`src/rtl/ofmap_writeback_ctrl_pkg.sv`:
```
// Shared types and frame constants for the ofmap write-back path.
// Module parameters default from these; each instance derives its own frame geometry.
package ofmap_writeback_ctrl_pkg;

    typedef enum logic [1:0] {
        ST_IDLE  = 2'd0,
        ST_RUN   = 2'd1,
        ST_DRAIN = 2'd2,
        ST_DONE  = 2'd3
    } wb_state_t;

    localparam int OFMAP_TOTAL      = 24 * 24 * 2;
    localparam int OFMAP_MAP_STRIDE = 24 * 24;
    localparam int ACC_WIDTH        = 40;
    localparam int FRAC_SHIFT       = 8;
    localparam bit RELU_EN          = 1'b1;

    // Counter width that never collapses to zero bits for a range of one.
    function automatic int width_of(input int n);
        return (n > 1) ? $clog2(n) : 1;
    endfunction

endpackage

```
`src/rtl/ofmap_wb_fifo.sv`:
```
// Result buffer between the quant stage and the ofmap write register.
// Entries are {addr, data}; push while full is legal only together with a pop.
module ofmap_wb_fifo #(
    parameter int DEPTH      = 4,
    parameter int ADDR_WIDTH = 11,
    parameter int DATA_WIDTH = 16
) (
    input  logic                             clock,
    input  logic                             reset,
    input  logic                             push,
    input  logic                             pop,
    input  logic [ADDR_WIDTH+DATA_WIDTH-1:0] wdata,
    output logic [ADDR_WIDTH+DATA_WIDTH-1:0] rdata,
    output logic                             full,
    output logic                             empty,
    output logic [$clog2(DEPTH):0]           count
);
    import ofmap_writeback_ctrl_pkg::*;

    localparam int PTR_W   = $clog2(DEPTH);
    localparam int ENTRY_W = ADDR_WIDTH + DATA_WIDTH;

    logic [ENTRY_W-1:0] mem [DEPTH];
    logic [PTR_W-1:0]   wr_ptr;
    logic [PTR_W-1:0]   rd_ptr;

    always_ff @(posedge clock or negedge reset) begin
        if (!reset) begin
            wr_ptr <= '0;
            rd_ptr <= '0;
            count  <= '0;
        end else begin
            if (push) wr_ptr <= wr_ptr + 1'b1;
            if (pop)  rd_ptr <= rd_ptr + 1'b1;
            case ({push, pop})
                2'b10:   count <= count + 1'b1;
                2'b01:   count <= count - 1'b1;
                default: count <= count;
            endcase
        end
    end

    always_ff @(posedge clock) begin
        if (push) mem[wr_ptr] <= wdata;
    end

    assign rdata = mem[rd_ptr];
    assign empty = (count == '0);
    assign full  = (count == (PTR_W+1)'(DEPTH));

endmodule

```
`src/rtl/ofmap_writeback_ctrl.sv`:
```
// Output feature-map write-back: quantize accumulator results, buffer them and
// write them to ofmap memory with generated addresses, flagging frame completion.
module ofmap_writeback_ctrl #(
    parameter int DATA_WIDTH          = 16,
    parameter int ACC_WIDTH           = ofmap_writeback_ctrl_pkg::ACC_WIDTH,
    parameter int FRAC_SHIFT          = ofmap_writeback_ctrl_pkg::FRAC_SHIFT,
    parameter int OUT_FEATURE_WIDTH_W = 24,
    parameter int OUT_FEATURE_WIDTH_H = 24,
    parameter int NUM_ONEMULT         = 2,
    parameter int ADDR_WIDTH          = 11,
    parameter bit RELU_EN             = ofmap_writeback_ctrl_pkg::RELU_EN,
    parameter int FIFO_DEPTH          = 4
) (
    input  logic                  clock,
    input  logic                  reset,
    input  logic                  start,
    input  logic                  acc_valid,
    input  logic [ACC_WIDTH-1:0]  acc_data,
    input  logic                  ofmap_wr_ready,
    output logic                  ofmap_wren,
    output logic [ADDR_WIDTH-1:0] ofmap_addr,
    output logic [DATA_WIDTH-1:0] ofmap_data,
    output logic                  wb_busy,
    output logic                  wb_done,
    output logic                  extra_err,
    output logic [1:0]            wb_state
);
    import ofmap_writeback_ctrl_pkg::*;

    // Write port handshake: ofmap_wren is a valid that, once raised, holds with
    // addr/data unchanged until the cycle ofmap_wr_ready is seen high; that cycle
    // the write completes and the next buffered result may load.

    localparam int FRAME_LEN  = OUT_FEATURE_WIDTH_W * OUT_FEATURE_WIDTH_H * NUM_ONEMULT;
    localparam int MAP_STRIDE = OUT_FEATURE_WIDTH_W * OUT_FEATURE_WIDTH_H;
    localparam int CNT_W      = width_of(FRAME_LEN + 1);
    localparam int MAP_W      = width_of(NUM_ONEMULT);
    localparam int COL_W      = width_of(OUT_FEATURE_WIDTH_W);
    localparam int ROW_W      = width_of(OUT_FEATURE_WIDTH_H);
    localparam int PTR_W      = $clog2(FIFO_DEPTH);
    localparam int OCC_W      = width_of(FIFO_DEPTH + 3);
    localparam int ENTRY_W    = ADDR_WIDTH + DATA_WIDTH;

    localparam logic signed [ACC_WIDTH:0] ROUND_BIAS = {{ACC_WIDTH{1'b0}}, 1'b1} << (FRAC_SHIFT - 1);
    localparam logic signed [ACC_WIDTH:0] SAT_MAX =
        {{(ACC_WIDTH + 2 - DATA_WIDTH){1'b0}}, {(DATA_WIDTH - 1){1'b1}}};
    localparam logic signed [ACC_WIDTH:0] SAT_MIN =
        {{(ACC_WIDTH + 2 - DATA_WIDTH){1'b1}}, {(DATA_WIDTH - 1){1'b0}}};

    wb_state_t state;
    wb_state_t state_nxt;

    logic                  start_q;
    logic                  start_rise;
    logic                  frame_start;
    logic [CNT_W-1:0]      in_cnt;
    logic [CNT_W-1:0]      wr_cnt;
    logic [MAP_W-1:0]      map_idx;
    logic [COL_W-1:0]      col;
    logic [ROW_W-1:0]      row;
    logic                  q_valid;
    logic [ADDR_WIDTH-1:0] q_addr;
    logic [DATA_WIDTH-1:0] q_data;
    logic                  fifo_push;
    logic                  fifo_pop;
    logic                  fifo_full;
    logic                  fifo_empty;
    logic [PTR_W:0]        fifo_count;
    logic [ENTRY_W-1:0]    fifo_head;
    logic                  write_fire;
    logic                  out_load;
    logic [OCC_W-1:0]      occupancy;
    logic                  room;
    logic                  accept;
    logic                  drop;
    logic                  last_in;
    logic                  last_wr;
    logic [ADDR_WIDTH-1:0] in_addr;
    logic signed [ACC_WIDTH:0] biased;
    logic signed [ACC_WIDTH:0] shifted;
    logic [DATA_WIDTH-1:0] quant;

    assign start_rise  = start && !start_q;
    assign frame_start = start_rise && ((state == ST_IDLE) || (state == ST_DONE));
    assign write_fire  = ofmap_wren && ofmap_wr_ready;
    assign out_load    = !ofmap_wren || write_fire;
    assign fifo_pop    = out_load && !fifo_empty;
    assign fifo_push   = q_valid && (!fifo_full || fifo_pop);

    // Every accepted result sits in exactly one of quant stage, FIFO or output register.
    assign occupancy = OCC_W'(fifo_count) + OCC_W'(q_valid) + OCC_W'(ofmap_wren);
    assign room      = (occupancy < OCC_W'(FIFO_DEPTH + 2)) || write_fire;
    assign accept    = acc_valid && (state == ST_RUN) && room;
    assign drop      = acc_valid && (state != ST_IDLE) && !accept;
    assign last_in   = (in_cnt == CNT_W'(FRAME_LEN - 1));
    assign last_wr   = (wr_cnt == CNT_W'(FRAME_LEN - 1));

    assign in_addr = ADDR_WIDTH'(int'(map_idx) * MAP_STRIDE
                                + int'(row) * OUT_FEATURE_WIDTH_W + int'(col));

    always_comb begin
        biased  = {acc_data[ACC_WIDTH-1], acc_data} + ROUND_BIAS;
        shifted = biased >>> FRAC_SHIFT;
        quant   = shifted[DATA_WIDTH-1:0];
        if (RELU_EN && shifted[ACC_WIDTH]) quant = '0;
        else if (shifted > SAT_MAX)        quant = SAT_MAX[DATA_WIDTH-1:0];
        else if (shifted < SAT_MIN)        quant = SAT_MIN[DATA_WIDTH-1:0];
    end

    always_comb begin
        state_nxt = state;
        case (state)
            ST_IDLE:  if (frame_start)           state_nxt = ST_RUN;
            ST_RUN:   if (accept && last_in)     state_nxt = ST_DRAIN;
            ST_DRAIN: if (write_fire && last_wr) state_nxt = ST_DONE;
            ST_DONE:  if (frame_start)           state_nxt = ST_RUN;
            default:                             state_nxt = ST_IDLE;
        endcase
    end

    always_ff @(posedge clock or negedge reset) begin
        if (!reset) state <= ST_IDLE;
        else        state <= state_nxt;
    end

    always_ff @(posedge clock or negedge reset) begin
        if (!reset) begin
            start_q    <= 1'b0;
            in_cnt     <= '0;
            wr_cnt     <= '0;
            map_idx    <= '0;
            col        <= '0;
            row        <= '0;
            q_valid    <= 1'b0;
            q_addr     <= '0;
            q_data     <= '0;
            ofmap_wren <= 1'b0;
            ofmap_addr <= '0;
            ofmap_data <= '0;
            extra_err  <= 1'b0;
        end else begin
            start_q <= start;

            if (frame_start) begin
                in_cnt  <= '0;
                wr_cnt  <= '0;
                map_idx <= '0;
                col     <= '0;
                row     <= '0;
            end else begin
                if (write_fire) wr_cnt <= wr_cnt + 1'b1;
                if (accept) begin
                    in_cnt <= in_cnt + 1'b1;
                    // Map index is the fastest-moving, then column, then row.
                    if (map_idx == MAP_W'(NUM_ONEMULT - 1)) begin
                        map_idx <= '0;
                        if (col == COL_W'(OUT_FEATURE_WIDTH_W - 1)) begin
                            col <= '0;
                            if (row == ROW_W'(OUT_FEATURE_WIDTH_H - 1)) row <= '0;
                            else                                          row <= row + 1'b1;
                        end else begin
                            col <= col + 1'b1;
                        end
                    end else begin
                        map_idx <= map_idx + 1'b1;
                    end
                end
            end

            if (accept) begin
                q_valid <= 1'b1;
                q_addr  <= in_addr;
                q_data  <= quant;
            end else if (fifo_push) begin
                q_valid <= 1'b0;
            end

            if (out_load) begin
                ofmap_wren <= !fifo_empty;
                if (!fifo_empty) {ofmap_addr, ofmap_data} <= fifo_head;
            end

            if (frame_start) extra_err <= 1'b0;
            else if (drop)   extra_err <= 1'b1;
        end
    end

    ofmap_wb_fifo #(
        .DEPTH      (FIFO_DEPTH),
        .ADDR_WIDTH (ADDR_WIDTH),
        .DATA_WIDTH (DATA_WIDTH)
    ) u_fifo (
        .clock (clock),
        .reset (reset),
        .push  (fifo_push),
        .pop   (fifo_pop),
        .wdata ({q_addr, q_data}),
        .rdata (fifo_head),
        .full  (fifo_full),
        .empty (fifo_empty),
        .count (fifo_count)
    );

    assign wb_busy  = (state == ST_RUN) || (state == ST_DRAIN);
    assign wb_done  = (state == ST_DONE);
    assign wb_state = state;

endmodule

```
`config.mk`:
```
export PLATFORM = sky130hd
export DESIGN_NAME = ofmap_writeback_ctrl
export DESIGN_NICKNAME = d
export VERILOG_FILES = /design/src/rtl/ofmap_writeback_ctrl_pkg.sv /design/src/rtl/ofmap_wb_fifo.sv /design/src/rtl/ofmap_writeback_ctrl.sv
export SDC_FILE = /design/constraint.sdc
export NUM_CORES = 1
export LEC_CHECK = 0
export ABC_AREA = 1
export CAP_MARGIN = 10
export CORE_ASPECT_RATIO = 1.25
export CORE_UTILIZATION = 40
export CTS_CLUSTER_SIZE = 14
export DETAILED_ROUTE_END_ITERATION = 16
export DONT_BUFFER_PORTS = 1
export HOLD_SLACK_MARGIN = 0.03
export SETUP_SLACK_MARGIN = 0.3
export SLEW_MARGIN = 40
export SYNTH_ARGS = -nofsm -noshare
export SYNTH_HDL_FRONTEND = slang
export SYNTH_SLANG_ARGS = --single-unit
```
`constraint.sdc`:
```
create_clock -name clock -period 3.2 [get_ports clock]
set_clock_uncertainty 0.15 [all_clocks]
set_input_delay 0.64 -clock clock [delete_from_list [all_inputs] [get_ports clock]]
set_output_delay 0.64 -clock clock [all_outputs]
set_load 0.03 [all_outputs]
```
==> Word level (Yosys, flattened, before mapping) <==
Memories as Yosys holds them, arrays and structs flattened. A register that Yosys moved wholly into a read port is not among the register bits.
Cells that the tools add are included.
{ "totals": {"reg_bits": 73, "latch_bits": 0, "ramBits": 108, "rom_bits": 0, "in_bits": 45, "wordCells": 116, "mem_count": 1} }
{ "memory_table": {"columns": ["name", "words", "word_bits", "read_ports", "rd_clocked_by_memory_dff", "write_ports", "line_no", "rtl"], "rows": [
  ["u_fifo.mem", 4, 27, 1, 1, 1, "ofmap_wb_fifo.sv:23", "logic [ENTRY_W-1:0] mem [DEPTH];"]
]} }
{ "classes": {"n_addsub": 14, "mul": 2, "n_div": 0, "magnitude_cmp": 3, "n_eq_ne": 13, "shift": 0, "mux": 30, "n_bitwise": 1, "reduce_logical": 37} }
{ "ops": {"columns": ["operator", "count"], "rows": [
  ["2-to-1 mux 16 bit", 3],
  ["2-to-1 mux 5 bit", 9],
  ["2-to-1 mux 11 bit", 4],
  ["adder 40 x 9 -> 41 bit (second input constant)", 1],
  ["greater-than comparator 33 x 16 -> 1 bit (second input constant)", 1],
  ["< comparator 33 x 16 -> 1 bit (second input constant)", 1],
  ["adder 11 x 1 -> 11 bit (second input constant)", 2],
  ["equality test 11 bit (second input constant)", 2],
  ["nonzero test 2 bit", 8],
  ["adder 11 x 10 -> 11 bit", 1],
  ["adder 11 x 5 -> 11 bit", 1],
  ["logical AND 1 bit", 11],
  ["adder 5 x 1 -> 5 bit (second input constant)", 2],
  ["equality test 5 bit (second input constant)", 2],
  ["2-to-1 mux 1 bit", 9],
  ["multiplier 5 x 2 -> 7 bit (second input constant)", 1],
  ["adder 3 x 1 -> 3 bit", 2],
  ["equality test 2 bit (second input constant)", 3],
  ["zero test 1 bit", 6],
  ["2-to-1 mux 2 bit", 3],
  ["case mux 2 bit (3 select lines)", 1],
  ["case mux 3 bit (2 select lines)", 1],
  ["AND reduction 3 bit", 2],
  ["logical OR 1 bit", 5],
  ["15 further kinds", 19]
]} }

==> Longest topological paths before layout <==
Gate-level depths: netlist (run 1).
{ "logic_depth": {"ltp_word": 9, "ltp_mapped": 19, "depth_no_buf": 18} }

==> Cells and area by module <==
A second synthesis (run 1) with hierarchy kept.
{ "unflattened": {"hier_cells": 1122, "area_unflattened_um2": 10349.9} }
{ "modules_own_cells": {"columns": ["module", "instances", "cells_each", "area_each_um2", "seq_area_each_um2"], "rows": [
  ["ofmap_writeback_ctrl", 1, 759, 5607.9, 2327.2],
  ["ofmap_wb_fifo", 1, 363, 4742.0, 3418.3]
]} }

==> Worst setup path after synthesis (run 1) <==
No wires, ideal clock.
{ "synth_path": {"path_type": "input to register", "from": "in ofmap_wr_ready", "to": "mem u_fifo.mem[0][0] (netlist bit) (enable)", "setup_ns": 0.411, "arrival_time_ns": 2.292, "path_slack_ns": 0.347, "path_stages": 4, "path_buffers": 0, "path_cell_list": "nor2_1 > a31oi_1 > inv_1 > nor2_1"} }
{ "synth_via": {"elab_chain_cells": 7} }
{ "synth_rtl": {"columns": ["element", "line_no", "rtl"], "rows": [
  ["start: declaration", "ofmap_writeback_ctrl.sv:19", "input logic ofmap_wr_ready,"],
  ["logical AND 1 bit", "ofmap_writeback_ctrl.sv:85", "assign write_fire = ofmap_wren && ofmap_wr_ready;"],
  ["logical OR 1 bit", "ofmap_writeback_ctrl.sv:86", "assign out_load = !ofmap_wren || write_fire;"],
  ["logical AND 1 bit", "ofmap_writeback_ctrl.sv:87", "assign fifo_pop = out_load && !fifo_empty;"],
  ["logical OR 1 bit", "ofmap_writeback_ctrl.sv:88", "assign fifo_push = q_valid && (!fifo_full || fifo_pop);"],
  ["logical AND 1 bit", "ofmap_writeback_ctrl.sv:88", null],
  ["2-to-1 mux 1 bit", "ofmap_wb_fifo.sv:44", "if (push) mem[wr_ptr] <= wdata;"],
  ["2-to-1 mux 1 bit (implied by the code)", "ofmap_wb_fifo.sv:44", null],
  ["end: declaration", "ofmap_wb_fifo.sv:23", null]
]} }
Every way passes these cells.

==> Worst setup path after layout (run 1) <==
{ "layout_path": {"from": "reg u_fifo.count[0]", "to": "reg extra_err"} }
{ "layout_via": {"elab_chain_cells": 8} }
{ "layout_rtl": {"columns": ["element", "line_no", "rtl"], "rows": [
  ["start: declaration", "ofmap_wb_fifo.sv:16", "output logic [$clog2(DEPTH):0] count"],
  ["start signal: assignment", "ofmap_wb_fifo.sv:36", "2'b10: count <= count + 1'b1;"],
  ["start signal: assignment", "ofmap_wb_fifo.sv:37", "2'b01: count <= count - 1'b1;"],
  ["start signal: assignment", "ofmap_wb_fifo.sv:38", "default: count <= count;"],
  ["adder 3 x 1 -> 3 bit (2 in series)", "ofmap_writeback_ctrl.sv:91", "assign occupancy = OCC_W'(fifo_count) + OCC_W'(q_valid) + OCC_W'(ofmap_wren);"],
  ["< comparator 3 bit", "ofmap_writeback_ctrl.sv:92", "assign room = (occupancy < OCC_W'(FIFO_DEPTH + 2)) || write_fire;"],
  ["logical OR 1 bit", "ofmap_writeback_ctrl.sv:92", null],
  ["logical AND 1 bit", "ofmap_writeback_ctrl.sv:93", "assign accept = acc_valid && (state == ST_RUN) && room;"],
  ["zero test 1 bit", "ofmap_writeback_ctrl.sv:94", "assign drop = acc_valid && (state != ST_IDLE) && !accept;"],
  ["logical AND 1 bit", "ofmap_writeback_ctrl.sv:94", null],
  ["nonzero test 2 bit (no source line)", null, null],
  ["end signal: assignment", "ofmap_writeback_ctrl.sv:140", "extra_err <= 1'b0;"],
  ["end signal: assignment", "ofmap_writeback_ctrl.sv:183", "if (frame_start) extra_err <= 1'b0;"],
  ["end signal: assignment", "ofmap_writeback_ctrl.sv:184", "else if (drop) extra_err <= 1'b1;"],
  ["end: declaration", "ofmap_writeback_ctrl.sv:25", "output logic extra_err,"]
]} }
Every way passes these cells.
A chain may end at the register's enable or synchronous reset.

==> reports/qor.csv, run 1 <==
metric,value,unit
Die Span Y,182,um
Max Clk Rate,370,MHz
Worst Path Arrival,2.96,ns
Final Cell Area,11500,um2
"Hold Vio Cnt, Final",100,
Root Buffer,clkbuf_16,
first-pass GRT wire length,36900,um
I/O Buffers,0,
Placement Rows,65,
Least-Margin Pin Slew,0.677,ns
core area,25400,um2
DR iter-0 viols,327,
Yosys reg bits,208,
Setup crit end kind,flip-flop,
"commonest non-fill, non-tap cell in the layout",nand2_1,
Post-layout nets,1268,
Final Cycle Share,84.3,%
number of global-route vias before repair,7391,
WHS,-0.300,ns
antenna violations before repair,0,
CTS tree,built,
most frequent cells in the layout,"272 x nand2_1, 244 x nor2_1, 113 x inv_1, 108 x edfxtp_1, 100 x dfrtp_1",
vias,7565,
Hold Buf Count CTS,1,
IO Pins,78,
DIE AREA,26600,um2
total grt overflow,0,
count of cell types in the netlist,43,
fraction of registers with async set/reset,48.1,%
Max rail drop VDD,0.417,mV
Worst Hold Class,input port to async pin,
run status,finished with violations,
TNS Setup,0,ns
Clock Latency Late Sink,0.48,ns
Ys Warns,0,
Leakage,0.00485,uW
initial core utilization,40.9,%
"Reg clk slew, reported paths",0.06,ns
total wire length,22200,um
largest net degree at the start of global routing,101,
max-slew violations,0,
share of cells above drive strength 1,7.52,%
CTS H-tree depth,1,
number of synthesized flops with an enable pin,108,
post-DP HPWL,15000,um
critical path startpoint category,flip-flop,
max-cap viol count,0,
Layout area overhead,10.5,%
CTS Buffer Depth,3,
Post-Syn Nets,1261,
Die Wd,146,um
antenna-violating nets left,0,
critical path class,flip-flop to flip-flop,
post-synthesis sequential area ratio,55.3,%
RSZ-0062 raised after global routing,no,
GPL Wtd Cong,0.893,
Post-DP Area,10800,um2
TritonRoute pass-1 iters,4,
Avg WL per Cell,14.4,um
Via density,4.90,
GRT Util Overall,17.1,%
violated checks,hold timing,
total CTS buffers,21,
drt drc,0,
Worst slew margin,54.8,%
final setup violation count,0,
total power per unit cell area,864,nW/um2
min cycle time layout,2.70,ns
"Primary FF master, synth",edfxtp_1,
Antenna Cells,0,
Worst Reg-to-Reg Cells,10,
crit path max fanout,36,
syn avg cell area,8.73,um2
number of clock sinks,208,
Mapped Cells,1189,
Mapped Area,10400,um2
Required @ worst endpoint,3.46,ns
what timing repair did:
item / in CTS / in global routing
resized for setup: 2 / 5
pin swaps: 0 / 1
setup endpoints to repair: 2 / 9
setup buffers: 0 / 1
endpoints found under the hold margin: 101 / 100
final timing paths:
kind	from	end	slack, ns
min in group clock	ofmap_wr_ready	ofmap_wren	0.12
max in group asynchronous	reset	q_data[10]	3.00
worst max register to register	u_fifo.count[0]	extra_err	0.50
worst max-delay path	u_fifo.count[0]	extra_err	0.50
worst min register to register	wr_cnt[8]	wr_cnt[9]	0.30
worst min-delay path	reset	ofmap_addr[3]	-0.30
area by class of cell:
class                   instances  area, um2
clock inverters                 7       61.3
well taps                     335        419
multi-input cells             834       4100
inverters                     115        433
clock buffers                  30        599
flip-flops and latches        208       5750
fillers                      2510      13900
repair buffers                 16        123
registers in the layout, summed over array words and instances, names as in the netlist:
name           flops
col                5
extra_err          1
in_cnt            11
map_idx            1
ofmap_addr        11
ofmap_data        16
ofmap_wren         1
q_addr            11
q_data            16
q_valid            1
row                5
start_q            1
u_fifo.count       3
u_fifo.mem       108
u_fifo.rd_ptr      2
u_fifo.wr_ptr      2
wb_state           2
wr_cnt            11
cell families (layout without fill, tap and decap cells):
logic type / Yosys count / count (layout) / share of synthesized area (%)
DFF: 208 / 208 / 55.3
muxes: 1 / 1 / 0.0964
xor gates and xnor gates: 18 / 18 / 1.52
adders and majority gates: 27 / 27 / 3.47
AOI/OAI and AO/OA: 159 / 159 / 8.46
buffers and inverters: 147 / 168 / 5.65
and+or+nand+nor: 629 / 629 / 25.5
metrics by stage:
stage	std cells	worst slack, ns	hold WS (ns)	utilization [%]	power [uW]
after global routing	1545	0.300	-0.322	45.2	10700
final	1545	0.501	-0.300	45.2	9920
after floorplan	1189	0.347	0.194	-	6810
after global placement	1506	0.309	0.196	42.5	7570
after CTS	1544	0.388	-0.314	45.1	10000
after detailed placement	1506	0.289	0.197	42.5	7670
Yosys cell counts, types with 6 or more instances:
cell type,count,area [um2]
a21oi_1,21,105
a31oi_1,31,194
buf_1,7,26.3
clkbuf_1,22,82.6
dfrtp_1,100,2500
edfxtp_1,108,3240
ha_1,24,300
inv_1,113,424
nand2_1,272,1020
nand2_2,10,62.6
nand3_1,38,190
nand3b_1,7,52.6
nand4_1,11,68.8
nor2_1,250,938
nor2_2,11,68.8
nor3_1,9,45.0
o21ai_0,91,455
o21bai_1,6,45.0
xor2_1,15,131
metal layers:
layer	routed length, um	track usage, %	vias to the layer above
li1	-	-	3901
met1	9730	20.8	3492
met2	10600	30.1	131
met3	1260	3.70	41
met4	668	5.63	0
met5	0	0	-
worst max-delay path, cell delays in order, from the launching register on:
cell and delay (ns):
dfrtp_1 0.42, ha_1 0.29, a21o_1 0.16, ha_1 0.18
xor2_1 0.13, nand3_1 0.10, nand3_2 0.14, buf_4 0.37
clkinv_2 0.24, nor2_1 0.25, a32o_1 0.20
power by group:
group	leakage, uW	internal, uW	switching, uW
clock	0.000327	1380	955
sequential	0.00224	3800	898
combinational	0.00228	1000	1890
Note: power is estimated with default switching activity, not from simulation.
==> run 2: changes to the inputs <==
==> constraint.sdc (replaced) <==
create_clock -name clock -period 2.6 [get_ports clock]
set_clock_uncertainty 0.15 [all_clocks]
set_input_delay 0.52 -clock clock [delete_from_list [all_inputs] [get_ports clock]]
set_output_delay 0.52 -clock clock [all_outputs]
set_load 0.03 [all_outputs]
==> run 2 against run 1 <==
The run still ends with hold timing left. Routed wire length up 4.5%. Fmax up 8.4%. First-iteration DRC count up 6.1%. Largest power group unchanged.
==> reports/qor.csv, run 2 (synthesis results as in run 1) <==
metric,value,unit,change
FF-to-FF End,row[3],,
Die Span Y,182,um,unchanged
critical path class,flip-flop to flip-flop,,
Worst Hold Class,input port to async pin,,
Filler cells,2374,,-5.4%
total power per unit cell area,1080,nW/um2,+25%
crit path cell chain,ha_4 -> a21o_1 -> ha_2 -> xor2_1 -> nand3_1 -> nand3_4 -> buf_12 -> nor2_4 -> nor2_4 -> nor2_4 -> inv_4 -> o31ai_2 -> nor3b_2,,
"commonest non-fill, non-tap cell in the layout",nand2_1,,
"Largest stage delay, worst path",0.42,ns,about the same
number of clock sinks,208,,unchanged
Hold Buf Count CTS,2,,+1
Final Core Density,48.5,%,+3.3 points
"Slowest-stage cell, CP",dfrtp_1,,
"delay-heaviest family, CP",simple AND/OR/NAND/NOR gates,,
Via density,4.91,,+0.21%
antenna violations before repair,0,,unchanged
min cycle time layout,2.49,ns,-0.208 ns
run status,finished with violations,,
max-slew violations,0,,unchanged
most frequent cells in the layout,"268 x nand2_1, 235 x nor2_1, 109 x inv_1, 108 x edfxtp_1, 96 x dfrtp_1",,
GRT Util Overall,17.4,%,+0.25 points
total CTS buffers,22,,+4.8%
final setup violation count,0,,unchanged
number of global-route vias before repair,7486,,+1.3%
Clock Latency Late Sink,0.49,ns,about the same
share of cells above drive strength 1,14.4,%,+6.8 points
Max rail drop VDD,0.670,mV,+61%
DIE AREA,26600,um2,unchanged
CP Buf/Inv Count,2,,unchanged
sequential cell area,5750,um2,about the same
DP Worst Slack,-0.118,ns,-0.407 ns
Placement Rows,65,,unchanged
Crit Reg-Reg Startpoint,u_fifo.count[0],,
Die Wd,146,um,unchanged
Least-Margin Pin Slew,0.601,ns,-0.0760 ns
critical path startpoint category,flip-flop,,
Leakage,0.00521,uW,+7.5%
Worst Reg-to-Reg Cells,13,,+3
Max Clk Rate,401,MHz,+8.4%
Worst Path Arrival,2.76,ns,-0.20 ns
Antenna Cells,0,,unchanged
antenna-violating nets left,0,,unchanged
Post-layout nets,1310,,+3.3%
crit path max fanout,5,,-86%
violated checks,hold timing,,
Layout area overhead,18.6,%,
max reg flops,108,,unchanged
Final WS setup,0.109,ns,-0.392 ns
CTS H-tree depth,1,,unchanged
post-DP HPWL,15000,um,+0.48%
largest net degree at the start of global routing,101,,unchanged
I/O Buffers,0,,unchanged
total grt overflow,0,,unchanged
RSZ-0062 raised after global routing,yes,,
CP dominant cell by count,nor2_4,,
Required @ worst endpoint,2.87,ns,-0.59 ns
Final Cycle Share,95.8,%,+11 points
Root Buffer,clkbuf_16,,
"Reg clk slew, reported paths",0.06,ns,about the same
Avg WL per Cell,14.6,um,+1.6%
max-cap viol count,0,,unchanged
dpl cells,1515,,+0.60%
R2R Setup Slk,0.11,ns,-0.39 ns
Setup crit end kind,flip-flop,,
initial core utilization,40.9,%,unchanged
CTS tree,built,,
first-pass GRT wire length,37300,um,+1.1%
Largest Register,u_fifo.mem,,
TNS Setup,0,ns,unchanged
IO Pins,78,,unchanged
vias,7797,,+3.1%
DR iter-0 viols,347,,+6.1%
GPL Wtd Cong,0.881,,-1.4%
total wire length,23200,um,+4.5%
core area,25400,um2,unchanged
drt drc,0,,unchanged
Post-Layout Cell Count,1589,,+2.8%
WHS,-0.429,ns,-0.129 ns
TritonRoute pass-1 iters,5,,+1
biggest regs,"u_fifo.mem: 108 flops, ofmap_data: 16 flops, q_data: 16 flops",,
"Hold Vio Cnt, Final",100,,unchanged
Multi-input gate area,4350,um2,+6.1%
CTS Buffer Depth,3,,unchanged
Worst slew margin,59.9,%,+5.1 points
[run 2: changes by cell type in the layout (fill, tap and decap cells not counted), sizes merged]
| cell | delta |
|---|---|
| buf | +38 |
| clkbuf | +4 |
| clkinv | -2 |
| clkinvlp | +2 |
| dlygate4sd3 | +1 |
| inv | +1 |
[run 2: where the power goes]
| group | internal, uW | switching [uW] |
|---|---|---|
| clock | 1780 | 1220 |
| combinational | 1860 | 2670 |
| sequential | 4670 | 1110 |
[run 2: per-stage QoR]
stage	cell area [um2]	hold slack (ns)	power [uW]
2_1_floorplan	10500	0.0744	8500
6_report	12300	-0.429	13300
5_1_grt	12300	-0.451	14200
3_5_place_dp	11000	0.0768	9680
4_1_cts	12000	-0.445	13000
3_3_place_gp	11000	0.0773	9550
[run 2: how the worst max path moves through the flow]
stage	startpoint	cells after the start	to
after floorplan	ofmap_wren	5	u_fifo.mem[0][0]
after global placement	u_fifo.count[0]	9	q_data[3]
after detailed placement	u_fifo.count[0]	9	q_data[8]
after CTS	u_fifo.count[0]	12	in_cnt[10]
after global routing	u_fifo.count[0]	12	in_cnt[10]
final	u_fifo.count[0]	13	row[3]
[run 2: worst register-to-register path, cell delays in order, from the launching register on]
cell and delay [ns]:
dfrtp_1 0.42, ha_4 0.25, a21o_1 0.16, ha_2 0.17
xor2_1 0.14, nand3_1 0.11, nand3_4 0.14, buf_12 0.16
nor2_4 0.11, nor2_4 0.05, nor2_4 0.14, inv_4 0.07
o31ai_2 0.16, nor3b_2 0.17
[run 2: what timing repair did]
item / 4_1_cts / 5_1_grt
endpoints found under the hold margin: 102 / 100
resized for setup: 32 / 46
cloned: 0 / 2
endpoints found under the setup margin: 33 / 55
buffers inserted: 18 / 12
pin swaps: 8 / 7
[run 2: per-layer routing]
| metal | wire, um | part of all wire (%) | track usage [%] |
|---|---|---|---|
| met5 | 0 | 0 | 0 |
| met4 | 565 | 2.4 | 5.83 |
| met3 | 1190 | 5.1 | 3.55 |
| met2 | 11300 | 49 | 30.2 |
| met1 | 10200 | 44 | 21.4 |
[run 2: final cells by class]
class / count / area share, %
sequential: 208 / 46.7
inverter: 115 / 3.62
timing repair buffer: 57 / 5.28
tap: 335 / 3.40
multi-input combinational: 834 / 35.3
clock buffer: 32 / 5.11
clock inverter: 8 / 0.559
